## src/rtl/run_detect.sv

```systemverilog
// Serial run-length detector: flags runs of RUN_LEN equal bits of a mode-selected
// polarity, either sustained while the run lasts or restarting after each hit.
module run_detect #(
    parameter int RUN_LEN = 4,
    parameter int CNT_W   = 4,
    parameter int HIT_W   = 8
) (
    input  logic             clk,
    input  logic             reset,
    input  logic             in_valid,
    input  logic             in,
    input  logic [1:0]       mode,
    input  logic             overlap,
    input  logic             clr,
    output logic             out,
    output logic             out_pol,
    output logic [CNT_W-1:0] run_cnt,
    output logic [HIT_W-1:0] hit_cnt
);

    typedef enum logic {
        EMPTY,
        RUN
    } state_t;

    localparam logic [CNT_W-1:0] CNT_MAX   = '1;
    localparam logic [CNT_W-1:0] RUN_LEN_C = CNT_W'(RUN_LEN);

    state_t             state_q, state_d;
    logic               last_bit_q, last_bit_d;
    logic [CNT_W-1:0]   run_cnt_q, run_cnt_d;
    logic [HIT_W-1:0]   hit_cnt_q, hit_cnt_d;
    logic               out_q, out_d;
    logic               out_pol_q, out_pol_d;

    logic [CNT_W-1:0]   new_cnt;
    logic               pol_en;
    logic               hit;

    always_comb begin
        state_d    = state_q;
        last_bit_d = last_bit_q;
        run_cnt_d  = run_cnt_q;
        hit_cnt_d  = hit_cnt_q;
        out_d      = 1'b0;
        out_pol_d  = out_pol_q;
        new_cnt    = run_cnt_q;
        pol_en     = 1'b0;
        hit        = 1'b0;

        if (clr) begin
            state_d    = EMPTY;
            last_bit_d = 1'b0;
            run_cnt_d  = '0;
            hit_cnt_d  = '0;
            out_pol_d  = 1'b0;
        end else if (in_valid) begin
            if (state_q == EMPTY || in != last_bit_q) begin
                new_cnt = CNT_W'(1);
            end else if (run_cnt_q != CNT_MAX) begin
                new_cnt = run_cnt_q + CNT_W'(1);
            end

            // mode[0] enables runs of 1s, mode[1] enables runs of 0s
            pol_en = in ? mode[0] : mode[1];

            if (overlap) begin
                hit       = pol_en && (new_cnt >= RUN_LEN_C);
                run_cnt_d = new_cnt;
            end else begin
                hit       = pol_en && (new_cnt == RUN_LEN_C);
                run_cnt_d = hit ? '0 : new_cnt;
            end

            state_d    = RUN;
            last_bit_d = in;

            if (hit) begin
                out_d     = 1'b1;
                out_pol_d = in;
                hit_cnt_d = hit_cnt_q + HIT_W'(1);
            end
        end
    end

    always_ff @(posedge clk or negedge reset) begin
        if (!reset) begin
            state_q    <= EMPTY;
            last_bit_q <= 1'b0;
            run_cnt_q  <= '0;
            hit_cnt_q  <= '0;
            out_q      <= 1'b0;
            out_pol_q  <= 1'b0;
        end else begin
            state_q    <= state_d;
            last_bit_q <= last_bit_d;
            run_cnt_q  <= run_cnt_d;
            hit_cnt_q  <= hit_cnt_d;
            out_q      <= out_d;
            out_pol_q  <= out_pol_d;
        end
    end

    assign out     = out_q;
    assign out_pol = out_pol_q;
    assign run_cnt = run_cnt_q;
    assign hit_cnt = hit_cnt_q;

endmodule

```

## config.mk

```make
export PLATFORM = sky130hd
export DESIGN_NAME = run_detect
export DESIGN_NICKNAME = d
export VERILOG_FILES = /design/src/rtl/run_detect.sv
export SDC_FILE = /design/constraint.sdc
export NUM_CORES = 1
export LEC_CHECK = 0
export CAP_MARGIN = 5
export CORE_UTILIZATION = 45
export CTS_CLUSTER_DIAMETER = 40
export CTS_CLUSTER_SIZE = 12
export DETAILED_ROUTE_END_ITERATION = 8
export GPL_TIMING_DRIVEN = 0
export PLACE_DENSITY = 0.83
export SYNTH_ARGS = -nofsm -noshare
export SYNTH_HDL_FRONTEND = slang
export SYNTH_SLANG_ARGS = --single-unit
export TNS_END_PERCENT = 100
```

## constraint.sdc

```tcl
create_clock -name clk -period 3.75 [get_ports clk]
set_clock_uncertainty 0.05 [all_clocks]
set_input_delay 0.5625 -clock clk [delete_from_list [all_inputs] [get_ports clk]]
set_output_delay 0.5625 -clock clk [all_outputs]
set_load 0.05 [all_outputs]
```

# Word-level counts from Yosys, hierarchy flattened
# Index checks and enable logic that the tools add are counted.
# totals
regBits,16
latch_bits,0
mem_bits_rw,0
mem_bits_ro,0
in_bits,8
out_inout_bits,14
elab_cells,44
mem_count,0
# classes
n_addsub,2
multipliers,0
div,0
magnitude_cmp,1
eq_ne,3
shift,0
mux,25
n_bitwise,1
reduce_logical,6
# op_table
cell,count
two-way mux 4 bit,8
two-way mux 8 bit,3
two-way mux 1 bit,14
adder 8 x 1 -> 8 bit (second input constant),1
adder 4 x 1 -> 4 bit (second input constant),1
equality test 4 x 3 -> 1 bit (second input constant),1
greater-or-equal comparator 4 x 3 -> 1 bit (second input constant),1
!= test 4 bit (second input constant),1
nonzero test 2 bit,2
logical AND 1 bit,2
AND reduction 2 bit,1
logical OR 1 bit,1
!= test 1 bit,1
inverter 1 bit,1

# Depth between registers and ports, before layout
# logic_depth
depth_word,13
depth_mapped,8
mapped_depth_nobuf,7

# Least setup slack after synthesis
# No wires, ideal clock.
# synth_path
kind,register to register
from,register run_cnt_q[0] (netlist: run_cnt[0])
to,register hit_cnt_q[0] (netlist: hit_cnt[0])
setup_time_ps,125
arrival_time_ps,2521
t_required_ps,3575
setup_slack_ps,1054
stages_incl_launch_ff,9
n_path_buf,1
period_less_slack_ps,2696
path_cell_list,dfrtp_1 > ha_1 > nand3_2 > mux2_4 > nor4b_4 > a21oi_2 > buf_6 > nor2_1 > mux2_2
# synth_between
elab_chain_cells,12
elab_cells_between_ends,15
cone_classes,1 x add/sub; 1 x order compare; 2 x eq/ne; 7 x mux; 4 x reduce/logical
# synth_lines
element,line,rtl
"start, declared",31,"logic [CNT_W-1:0] run_cnt_q, run_cnt_d;"
"start signal, assigned",97,run_cnt_q <= run_cnt_d;
adder 4 x 1 -> 4 bit or != test 4 bit (tied branches),"61, 60",
two-way mux 4 bit (*),60,end else if (run_cnt_q != CNT_MAX) begin
two-way mux 4 bit (*),58,if (state_q == EMPTY || in != last_bit_q) begin
two-way mux 4 bit (*),57,end else if (in_valid) begin
two-way mux 4 bit (*),51,if (clr) begin
greater-or-equal comparator 4 x 3 -> 1 bit or equality test 4 x 3 -> 1 bit (tied branches),"68, 71",
"logical AND 1 bit, on equally long branches","68, 71",
two-way mux 1 bit (*),67,if (overlap) begin
two-way mux 1 bit (*),57,
two-way mux 1 bit (*),51,
nonzero test 2 bit (no source line) (*),n/a,
AND reduction 2 bit (no source line) (*),n/a,
"end signal, assigned",98,hit_cnt_q <= hit_cnt_d;
"end, declared",32,"logic [HIT_W-1:0] hit_cnt_q, hit_cnt_d;"
# Every way passes the cells marked *; elsewhere a longest branch is shown, timed or not. The select of a mux whose other input is x is not followed.
# A chain may end at the register's enable or synchronous reset.

# Worst setup path after layout
# layout_path
from,input in
to,register hit_cnt_q[7] (netlist: hit_cnt[7])
# layout_between
elab_chain_cells,12
elab_cells_between_ends,15
cone_classes,1 x order compare; 2 x eq/ne; 7 x mux; 5 x reduce/logical
# layout_lines
element,line,rtl
"start, declared",11,"input logic in,"
!= test 1 bit,58,
logical OR 1 bit,58,
two-way mux 4 bit,58,
two-way mux 4 bit,57,
two-way mux 4 bit,51,
greater-or-equal comparator 4 x 3 -> 1 bit or equality test 4 x 3 -> 1 bit (tied branches),"68, 71",
"logical AND 1 bit, on equally long branches","68, 71",
two-way mux 1 bit (*),67,
two-way mux 1 bit (*),57,
two-way mux 1 bit (*),51,
nonzero test 2 bit (no source line) (*),n/a,
AND reduction 2 bit (no source line) (*),n/a,
# Marked as above.

==> metrics.yaml <==
clk_latency_ns: 0.28
cts.clk_slew.worst_paths_ns: 0.09
cts_hold_buffers: 0
finalNetCount: 128
max_freq_ghz: 0.372
cts_resized: 0
dieArea_um2: 2260
place.port_buffers: 19
critPathLaunchType: "input pin"
worstPathRequired_ns: 3.90
async_flop_share_pct: 100
drive_gt1_share_pct: 8.55
holdCritPathClass: "register to register"
critPathBufInv: 2
synth_area_per_cell_um2: 9.94
post-route-util_pct: 60.9
synth_edf_count: 0
routed_wirelength_um: 1910
area.sequential_um2: 400
antennaDiodeCount: 0
cts_tree: "built"
slowest_stage: "clkdlybuf4s50_1"
critPathTopFamily: "simple AND/OR/NAND/NOR gates"
syn2layout_area_growth_pct: 27.8
first_global_vias: 792
ys_seq_elements: 16
start_util_pct: 47.6
finalCritPeriodShare_pct: 71.7
ys_types: 33
cts_buffers: 3
synthesis.area_um2: 935
layout.cells.non_filler: 144
core_area_um2: 1960
placed_area_um2: 1160
cp.arrival_ns: 2.84
rrSetupSlack_ns: 1.18
fp-row-count: 16
dp_hpwl_um: 1460
crit_chain: "clkdlybuf4s50_1 > xnor2_1 > o2111ai_1 > nor4b_4 > a21oi_2 > buf_6 > or4_1 > a21oi_1"
rsz0062_at_grt: "no"
hold_viol: 0
fin_setup_tns_ns: 0
post_cts_buffers: 0
postSynthNetCount: 104
p_leak_uw: 0.000474
netlist_instances: 94
clockBufferDepth: 2
grt_max_degree: 17
dp_cells: 140
p_per_area_nw_per_um2: 274
vias: 816
chipWidth_um: 47.6
ant_nets: 0
critical_path.max_fanout: 10
grt-ovfl-total: 0
final_cell_mix: "clkdlybuf4s50_1 (19), dfrtp_1 (16), nor2_1 (9)"
cts_sinks: 16
synth-main-ff-cell: "dfrtp_1"
maxSlewViolCount: 0
multiInputGateArea_um2: 500
final_common_cell: "clkdlybuf4s50_1"
drt_first_pass_iters: 4
vias_per_cell: 5.67
critPathKind: "input pin to register"
wl_per_cell_um: 13.3
crit_path_end_kind: "register"
tightest_slew_ns: 0.711
htreeDepth: 1
slew_headroom_pct: 52.4
track_usage_pct: 20.5
setup_viol: 0
finalCriticalPeriod_ns: 2.69
cts_root_buf: "clkbuf_4"
fill_cells: 190
synth_warnings: 0
max-vdd-ir-drop_v: 0.000236
grt_first_pass_wirelength_um: 3250
max_stage_delay_ns: 0.50
initialDrtViolationCount: 29
seq_area_frac_synth_pct: 42.8
outcome: "finished, final reports clean"
stdcell_area_um2: 1190
grt_antenna_before_repair: 0
num_io_pins: 22
max_cap_violations: 0
hold_ws_ns: 0.514
place.gp.congestion: 0.780
drc_errors: 0
fp.dieH_um: 47.6
sequential cells by signal, indices dropped and copies added (netlist names):
signal      cells
run_cnt         4
last_bit_q      1
out_pol         1
state_q         1
out             1
hit_cnt         8
worst paths after layout:
check,start,to,cells after the start
max,in,hit_cnt[7]$_DFFE_PN0P_,8
min,out_pol$_DFFE_PN0P_,out_pol$_DFFE_PN0P_,2
max reg2reg,run_cnt[0]$_DFFE_PN0P_,hit_cnt[7]$_DFFE_PN0P_,8
min reg2reg,out_pol$_DFFE_PN0P_,out_pol$_DFFE_PN0P_,2
max in group asynchronous,reset,run_cnt[2]$_DFFE_PN0P_,1
min in group asynchronous,reset,hit_cnt[7]$_DFFE_PN0P_,1
worst register-to-register path, cell delays in order (launching register included):
cell and delay, ns:
dfrtp_1 0.45, ha_1 0.28, nand3_2 0.12, mux2_4 0.34, nor4b_4 0.30, a21oi_2 0.13
buf_6 0.16, or4_1 0.47, a21oi_1 0.20
cell usage after synthesis, types with 2 or more instances:
cell type   n  area, µm²
dfrtp_1    16        400
mux2i_1     6       60.1
nand3_1     5       25.0
a211oi_1    2       15.0
o31ai_1     6       45.0
inv_1       2       7.51
nor2_1      9       33.8
or4_1       6       45.0
clkbuf_1    3       11.3
nand4_1     2       12.5
nand2_1     2       7.51
ha_1        2       25.0
a21oi_1     8       40.0
nand2b_1    6       37.5
logic make-up after synthesis:
family          Yosys count  share of synthesized area (%)
compound gates           20                           14.1
xor+xnor                  2                           1.87
fa+ha+maj                 2                           2.68
buf+inv                   7                           3.61
flops                    16                           42.8
mux                       8                           9.24
simple gates             39                           25.7
metrics by stage:
stage | power [µW] | setup slack [ns]
floorplan | 201 | 1.05
global placement | 216 | 0.838
detailed placement | 217 | 0.756
CTS | 330 | 1.07
global route | 341 | 0.995
finish | 327 | 1.06
cell type report:
class	instances	area share [%]
Multi-Input combinational cell	71	41.9
Timing Repair Buffer	19	15.9
Tap cell	27	2.83
Buffer	5	2.20
Sequential cell	16	33.5
Inverter	2	0.628
Clock buffer	4	3.04
per-layer routing:
metal,part of all wire (%),vias to the layer above,routed length [µm],global-route usage (%)
li1,-,396,-,-
met1,43,384,816,25.1
met2,50,32,960,32.6
met3,5.2,4,100,4.91
met4,1.8,0,34,12.8
met5,0,-,0,0
power by group:
group	internal (µW)	leakage [µW]	switching (µW)
logic	14.5	0.000233	21.3
registers	175	0.000220	2.90
clock network	59.0	0.0000210	54.6
Power figures use the tool's default switching activity.
